## config.mk

```make
export PLATFORM = sky130hd
export DESIGN_NAME = tag_sort_queue
export DESIGN_NICKNAME = d
export VERILOG_FILES = /design/src/rtl/tag_sort_pkg.sv /design/src/rtl/tag_sort_cell.sv /design/src/rtl/tag_sort_queue.sv
export SDC_FILE = /design/constraint.sdc
export NUM_CORES = 2
export LEC_CHECK = 0
export BUFFER_PORTS_ARGS = -buffer_cell sky130_fd_sc_hd__buf_4
export CELL_PAD_IN_SITES_DETAIL_PLACEMENT = 0
export CELL_PAD_IN_SITES_GLOBAL_PLACEMENT = 1
export CORE_MARGIN = 5
export CORE_UTILIZATION = 54
export CTS_CLUSTER_SIZE = 24
export DETAILED_ROUTE_END_ITERATION = 10
export PLACE_DENSITY = 0.84
export RECOVER_POWER = 100
export SLEW_MARGIN = 5
export SYNTH_ARGS = -nofsm -noshare
export SYNTH_HDL_FRONTEND = slang
export SYNTH_HIERARCHICAL = 1
export SYNTH_SLANG_ARGS = --single-unit
```

## constraint.sdc

```tcl
create_clock -name clk -period 7.15 [get_ports clk]
set_input_delay 1.0725 -clock clk [delete_from_list [all_inputs] [get_ports clk]]
set_output_delay 1.0725 -clock clk [all_outputs]
set_load 0.01 [all_outputs]
```

## src/rtl/tag_sort_pkg.sv

```systemverilog
// Shared operation/select encodings and the tag ordering function for the sorted-tag queue.
package tag_sort_pkg;

    typedef enum logic [1:0] {
        OP_IDLE,
        OP_INS,
        OP_POP,
        OP_INSPOP
    } op_e;

    typedef enum logic [1:0] {
        SEL_KEEP,
        SEL_LEFT,
        SEL_RIGHT,
        SEL_NEW
    } sel_e;

    // Serial-number comparison keeps only bit w-1 of the difference, so wider garbage is harmless.
    function automatic logic tag_before(input logic [31:0] a, input logic [31:0] b,
                                        input int unsigned w, input logic wrap);
        logic [31:0] diff;
        diff = a - b;
        if (wrap) return |(diff & (32'd1 << (w - 1)));
        return a < b;
    endfunction

endpackage

```

## src/rtl/tag_sort_cell.sv

```systemverilog
// One queue slot: registers a descriptor and picks keep/left/right/new from the shared operation.
module tag_sort_cell
    import tag_sort_pkg::*;
#(
    parameter int unsigned T     = 12,
    parameter int unsigned I     = 13,
    parameter int unsigned S     = 13,
    parameter int unsigned WRAP  = 1,
    parameter bit          FIRST = 1'b0
) (
    input  logic           clk,
    input  logic           rst,
    input  op_e            op_i,
    input  logic [T+I+S:0] new_i,
    input  logic [T+I+S:0] left_i,
    input  logic [T+I+S:0] right_i,
    input  logic           left_ge_i,
    input  logic           right_ge_i,
    output logic           ge_o,
    output logic [T+I+S:0] slot_o
);

    typedef struct packed {
        logic [T-1:0] tag;
        logic [I-1:0] id;
        logic [S-1:0] addr;
        logic         valid;
    } desc_t;

    desc_t new_d, slot_q, slot_d;
    sel_e  sel;

    assign new_d  = new_i;
    assign slot_o = slot_q;

    // Set when the incoming descriptor belongs behind this slot (ties go behind).
    assign ge_o = slot_q.valid &&
                  !tag_before(32'(new_d.tag), 32'(slot_q.tag), T, WRAP != 0);

    // Insert+pop: the array is viewed after the pop shift, so positions are judged one slot right.
    always_comb begin
        sel = SEL_KEEP;
        unique case (op_i)
            OP_INS: begin
                if (ge_o)           sel = SEL_KEEP;
                else if (left_ge_i) sel = SEL_NEW;
                else                sel = SEL_LEFT;
            end
            OP_POP: sel = SEL_RIGHT;
            OP_INSPOP: begin
                if (right_ge_i)           sel = SEL_RIGHT;
                else if (ge_o || FIRST)   sel = SEL_NEW;
                else                      sel = SEL_KEEP;
            end
            default: sel = SEL_KEEP;
        endcase
    end

    always_comb begin
        slot_d = slot_q;
        unique case (sel)
            SEL_LEFT:  slot_d = left_i;
            SEL_RIGHT: slot_d = right_i;
            SEL_NEW:   slot_d = new_d;
            default:   slot_d = slot_q;
        endcase
    end

    always_ff @(posedge clk or negedge rst) begin
        if (!rst) slot_q <= '0;
        else      slot_q <= slot_d;
    end

endmodule

```

## src/rtl/tag_sort_queue.sv

```systemverilog
// Sorted-tag scheduler queue: DEPTH slot cells plus count, pop-output and drop registers.
module tag_sort_queue
    import tag_sort_pkg::*;
#(
    parameter int unsigned T     = 12,
    parameter int unsigned S     = 13,
    parameter int unsigned I     = 13,
    parameter int unsigned DEPTH = 16,
    parameter int unsigned WRAP  = 1
) (
    input  logic                       clk,
    input  logic                       rst,
    input  logic                       ins_valid,
    input  logic [T-1:0]               ins_tag,
    input  logic [I-1:0]               ins_id,
    input  logic [S-1:0]               ins_addr,
    input  logic                       pop_req,
    output logic                       pop_valid,
    output logic [T-1:0]               out_tag,
    output logic [I-1:0]               out_id,
    output logic [S-1:0]               out_addr,
    output logic [T-1:0]               head_tag,
    output logic [I-1:0]               head_id,
    output logic [$clog2(DEPTH+1)-1:0] count,
    output logic                       full,
    output logic                       empty,
    output logic                       drop_pulse,
    output logic [I-1:0]               drop_id
);

    localparam int unsigned CW = $clog2(DEPTH + 1);

    typedef struct packed {
        logic [T-1:0] tag;
        logic [I-1:0] id;
        logic [S-1:0] addr;
        logic         valid;
    } desc_t;

    // Index 0 and DEPTH+1 are empty sentinels flanking the cells at 1..DEPTH.
    desc_t dw [DEPTH+2];
    logic  gw [DEPTH+2];
    desc_t ins_desc;
    op_e   op;
    logic  pop_eff;

    logic [CW-1:0] count_q, count_d;
    logic          pop_valid_q, pop_valid_d;
    logic [T-1:0]  out_tag_q, out_tag_d;
    logic [I-1:0]  out_id_q, out_id_d;
    logic [S-1:0]  out_addr_q, out_addr_d;
    logic          drop_pulse_q, drop_pulse_d;
    logic [I-1:0]  drop_id_q, drop_id_d;

    assign ins_desc    = '{tag: ins_tag, id: ins_id, addr: ins_addr, valid: 1'b1};
    assign dw[0]       = '0;
    assign dw[DEPTH+1] = '0;
    assign gw[0]       = 1'b1;
    assign gw[DEPTH+1] = 1'b0;

    for (genvar s = 0; s < DEPTH; s++) begin : g_slot
        tag_sort_cell #(
            .T(T), .I(I), .S(S), .WRAP(WRAP), .FIRST(s == 0)
        ) u_cell (
            .clk       (clk),
            .rst       (rst),
            .op_i      (op),
            .new_i     (ins_desc),
            .left_i    (dw[s]),
            .right_i   (dw[s+2]),
            .left_ge_i (gw[s]),
            .right_ge_i(gw[s+2]),
            .ge_o      (gw[s+1]),
            .slot_o    (dw[s+1])
        );
    end

    assign full    = (count_q == CW'(DEPTH));
    assign empty   = (count_q == '0);
    assign pop_eff = pop_req && !empty;

    always_comb begin
        op = OP_IDLE;
        if (ins_valid && pop_eff) op = OP_INSPOP;
        else if (ins_valid)       op = OP_INS;
        else if (pop_eff)         op = OP_POP;
    end

    always_comb begin
        count_d      = count_q;
        pop_valid_d  = 1'b0;
        out_tag_d    = out_tag_q;
        out_id_d     = out_id_q;
        out_addr_d   = out_addr_q;
        drop_pulse_d = 1'b0;
        drop_id_d    = drop_id_q;
        unique case (op)
            OP_INS: begin
                if (!full) begin
                    count_d = count_q + CW'(1);
                end else begin
                    // Tail belongs behind the newcomer unless the newcomer sorts past every slot.
                    drop_pulse_d = 1'b1;
                    drop_id_d    = gw[DEPTH] ? ins_id : dw[DEPTH].id;
                end
            end
            OP_POP, OP_INSPOP: begin
                if (op == OP_POP) count_d = count_q - CW'(1);
                pop_valid_d = 1'b1;
                out_tag_d   = dw[1].tag;
                out_id_d    = dw[1].id;
                out_addr_d  = dw[1].addr;
            end
            default: ;
        endcase
    end

    always_ff @(posedge clk or negedge rst) begin
        if (!rst) begin
            count_q      <= '0;
            pop_valid_q  <= 1'b0;
            out_tag_q    <= '0;
            out_id_q     <= '0;
            out_addr_q   <= '0;
            drop_pulse_q <= 1'b0;
            drop_id_q    <= '0;
        end else begin
            count_q      <= count_d;
            pop_valid_q  <= pop_valid_d;
            out_tag_q    <= out_tag_d;
            out_id_q     <= out_id_d;
            out_addr_q   <= out_addr_d;
            drop_pulse_q <= drop_pulse_d;
            drop_id_q    <= drop_id_d;
        end
    end

    assign count      = count_q;
    assign pop_valid  = pop_valid_q;
    assign out_tag    = out_tag_q;
    assign out_id     = out_id_q;
    assign out_addr   = out_addr_q;
    assign head_tag   = dw[1].tag;
    assign head_id    = dw[1].id;
    assign drop_pulse = drop_pulse_q;
    assign drop_id    = drop_id_q;

endmodule

```

==> impl_metrics.json <==
{
  "place_area_um2": 48800,
  "end_kind": "register",
  "slew_headroom_pct": -188,
  "cp.required_ns": 7.63,
  "violations": "capacitance limit, slew limit",
  "max-cap-violations": 17,
  "cts_setup_buffers": 0,
  "cts_hold_buf": 0,
  "die_x_um": 307,
  "initial_utilization_pct": 54.6,
  "finClkSkew_ns": 0.0244,
  "place_congestion": 0.886,
  "worst_hold_path_type": "input port to async pin",
  "synth_area_leaders": "dfrtp_1, a32oi_1, o221ai_1, a21oi_1, nand3_1",
  "endpoint": "g_slot[5].u_cell/slot_o[34]$_DFFE_PN0P_",
  "outcome": "complete, but fails checks",
  "cts_tree": "done",
  "tightest_slew_ns": 4.32,
  "grt.overflow.total": 0,
  "synthDistinctLibCells": 53,
  "grt_pass1_wl_um": 257000,
  "drc_errors": 0,
  "max_freq_mhz": 171,
  "arrival_ns": 6.34,
  "setup_viol": 0,
  "num-fill-cells": 7905,
  "htreeDepth": 3,
  "postSynthCellCount": 5341,
  "layout-drive-gt1-share_pct": 9.07,
  "synthDominantCellAreaShare_pct": 35.9,
  "rsz0062_at_grt": "false",
  "min_period_ns": 5.86,
  "wl_per_cell_um": 24.5,
  "finalWirelength_um": 158000,
  "dieArea_um2": 94000,
  "yosysSeqAreaShare_pct": 35.9,
  "antenna_found_initial": 0,
  "ir_drop_mv": 0.364,
  "synth.avg_cell_area_um2": 8.89,
  "track_usage_pct": 32.5,
  "area_delta_synth_final_pct": 7.06,
  "vias_per_cell": 6.92,
  "drtAntennaViolNets": 0,
  "ys_ff_latch": 682,
  "finalSetupTns_ns": 0,
  "design_area_um2": 50800,
  "worstReg2RegStart": "count[1]$_DFFE_PN0P_",
  "drt_iter0_drc": 4966,
  "row_count": 108,
  "cts.clk_slew.worst_paths_ns": 0.06,
  "crit_type": "input port to register",
  "die_height_um": 307,
  "crit_path_max_fanout": 47,
  "num_io_pins": 127,
  "cp-startpoint": "ins_tag[9]",
  "core_area_um2": 87000,
  "vias": 44809,
  "grt_max_degree": 225,
  "yosys_warnings": 6,
  "first_pass_iters": 6,
  "rr_worst_depth": 12,
  "clkLatencyLatePin_ns": 0.67,
  "yosys.area.top_type": "dfrtp_1",
  "num_antenna_cells": 0,
  "leakagePower_nw": 21.8,
  "post-dp-hpwl_um": 103000,
  "cellPowerDensity_nw_per_um2": 567,
  "grt_pass1_vias": 44013,
  "rr_endpoint": "g_slot[1].u_cell/slot_o[7]$_DFFE_PN0P_",
  "root_buffer": "clkbuf_16",
  "hold_viol_final": 0,
  "finalCritPeriodShare_pct": 82.0,
  "clock_path_buffers": 3,
  "nets": 5462,
  "post_cts_resized": 0,
  "cp-start-kind": "input port",
  "cts_made_buffers": 84,
  "r2r_setup_slack_ns": 1.33,
  "clock_sinks": 682,
  "io_buffers": 126,
  "synth.cell_area_um2": 47500,
  "drv_slew": 1013
}
-- cells by family after synthesis --
family | after synthesis | synth area share, %
AOI/OAI and AO/OA | 2089 | 33.3
xor gates and xnor gates | 50 | 0.922
and+or+nand+nor | 1080 | 11.7
muxes | 109 | 2.67
other | 2 | 0.0158
buffers and inverters | 1161 | 11.0
DFF | 682 | 35.9
adders and majority gates | 168 | 4.44
-- through the flow --
stage / total power [mW] / instances / hold slack (ns) / worst slack (ns) / utilization, %
after floorplan: 20.0 / 5454 / 0.489 / 3.62 / -
after global placement: 24.3 / 6321 / 0.470 / 1.91 / 56.1
after detailed placement: 24.6 / 6321 / 0.477 / 1.91 / 56.1
after CTS: 29.1 / 6472 / 0.489 / 2.58 / 59.3
after global routing: 30.9 / 6472 / 0.504 / 1.12 / 58.4
final: 28.8 / 6472 / 0.442 / 1.29 / 58.4
-- critical path: stages --
cell      delay [ns]
buf_4           0.46
ha_1            0.34
nand2_1         0.16
o21ai_0         0.26
a221oi_1        0.93
xnor2_1         0.17
nor2_1          0.35
nor2b_2         0.21
buf_4           0.40
nand3_1         1.25
nand3_1         0.52
a32oi_1         0.16
-- routing by layer --
layer  wire length, um  global-route usage (%)  share of wire [%]  vias to the layer above
li1                  -                       -                  -                    20447
met1             67000                    44.1                 42                    21986
met2             74900                    53.7                 47                     1987
met3             10700                    4.55                6.8                      389
met4              5770                    11.6                3.6                        0
met5                 0                       0                  0                        -
-- worst min-delay path by stage --
stage                                        startpoint                                  endpoint  slack (ns)  depth (start not counted)
5_1_grt                          drop_id[7]$_DFFE_PN0P_                    drop_id[7]$_DFFE_PN0P_        0.50                          2
4_1_cts                          drop_id[7]$_DFFE_PN0P_                    drop_id[7]$_DFFE_PN0P_        0.49                          2
3_3_place_gp                     drop_id[1]$_DFFE_PN0P_                    drop_id[1]$_DFFE_PN0P_        0.47                          2
2_1_floorplan  g_slot[15].u_cell/slot_o[10]$_DFFE_PN0P_  g_slot[15].u_cell/slot_o[10]$_DFFE_PN0P_        0.49                          2
6_report                                            rst  g_slot[12].u_cell/slot_o[30]$_DFFE_PN0P_        0.44                          1
3_5_place_dp                     drop_id[7]$_DFFE_PN0P_                    drop_id[7]$_DFFE_PN0P_        0.48                          2
-- cell usage after synthesis (all sizes together) --
| cell type | instances |
|---|---|
| and2b | 9 |
| buf | 232 |
| conb | 2 |
| nand4 | 46 |
| mux2 | 77 |
| a21oi | 699 |
| a211o | 1 |
| clkinv | 1 |
| or2 | 3 |
| mux2i | 32 |
| a21o | 16 |
| a2111o | 15 |
| a221oi | 15 |
| nand3 | 655 |
| nor2b | 39 |
| o31ai | 2 |
| nor2 | 129 |
| fa | 1 |
| a22oi | 38 |
| o21ai | 115 |
| dfrtp | 682 |
| inv | 631 |
| nor4 | 1 |
| o311a | 15 |
| clkbuf | 297 |
| a211oi | 15 |
| nand2b | 18 |
| xor2 | 19 |
| nor3 | 32 |
| ha | 167 |
| o211ai | 1 |
| nand2 | 144 |
| and2 | 3 |
| o221ai | 571 |
| o2bb2ai | 1 |
| xnor2 | 31 |
| or4 | 1 |
| a32oi | 585 |
-- report_power, final --
group	switching [mW]	internal, mW	leakage, nW
Clock	1.81	2.60	1.36
Combinational	10.6	5.90	12.8
Sequential	1.93	5.97	7.69
Total	14.4	14.5	21.8
-- cell usage in the layout (no fill, tap or decap), types with 8 or more instances in the layout --
master and n:
mux2i_4 14, nand3_1 650, xor2_1 19, a21oi_2 13, and2b_1 9, o221ai_1 571, mux2i_1 18, nand2_1 135
xnor2_1 31, a22oi_1 38, buf_4 141, clkbuf_8 20, nor3_4 15, dfrtp_1 682, nor2b_2 31, a211oi_4 15
nand2b_1 11, ha_1 167, o311a_4 15, a32oi_1 585, a221oi_1 11, a21o_1 16, nor2_1 128, mux2_1 13
o21ai_1 30, mux2_2 61, nand2_2 9, clkbuf_16 85, nor3_1 17, a21oi_1 683, a2111o_1 15, inv_1 631
nand4_1 46, clkbuf_1 121, nor2b_1 8, o21ai_0 73, conb_1 115, o21ai_2 12
-- layout make-up --
type / count / area, um^2 / area share, %
well taps: 1155 / 1450 / 2.84
multi-input cells: 3611 / 25700 / 50.5
clock inverters: 15 / 274 / 0.539
clock buffers: 136 / 2520 / 4.95
inverters: 632 / 2370 / 4.67
repair buffers: 241 / 1500 / 2.95
flip-flops and latches: 682 / 17100 / 33.6
-- registers in the layout, summed over array words and instances (netlist names) --
register              flops
pop_valid                 1
count                     5
out_tag                  12
drop_id                  13
out_id                   13
out_addr                 13
g_slot.u_cell/slot_o    624
drop_pulse                1
Note: power is estimated with default switching activity, not from simulation.
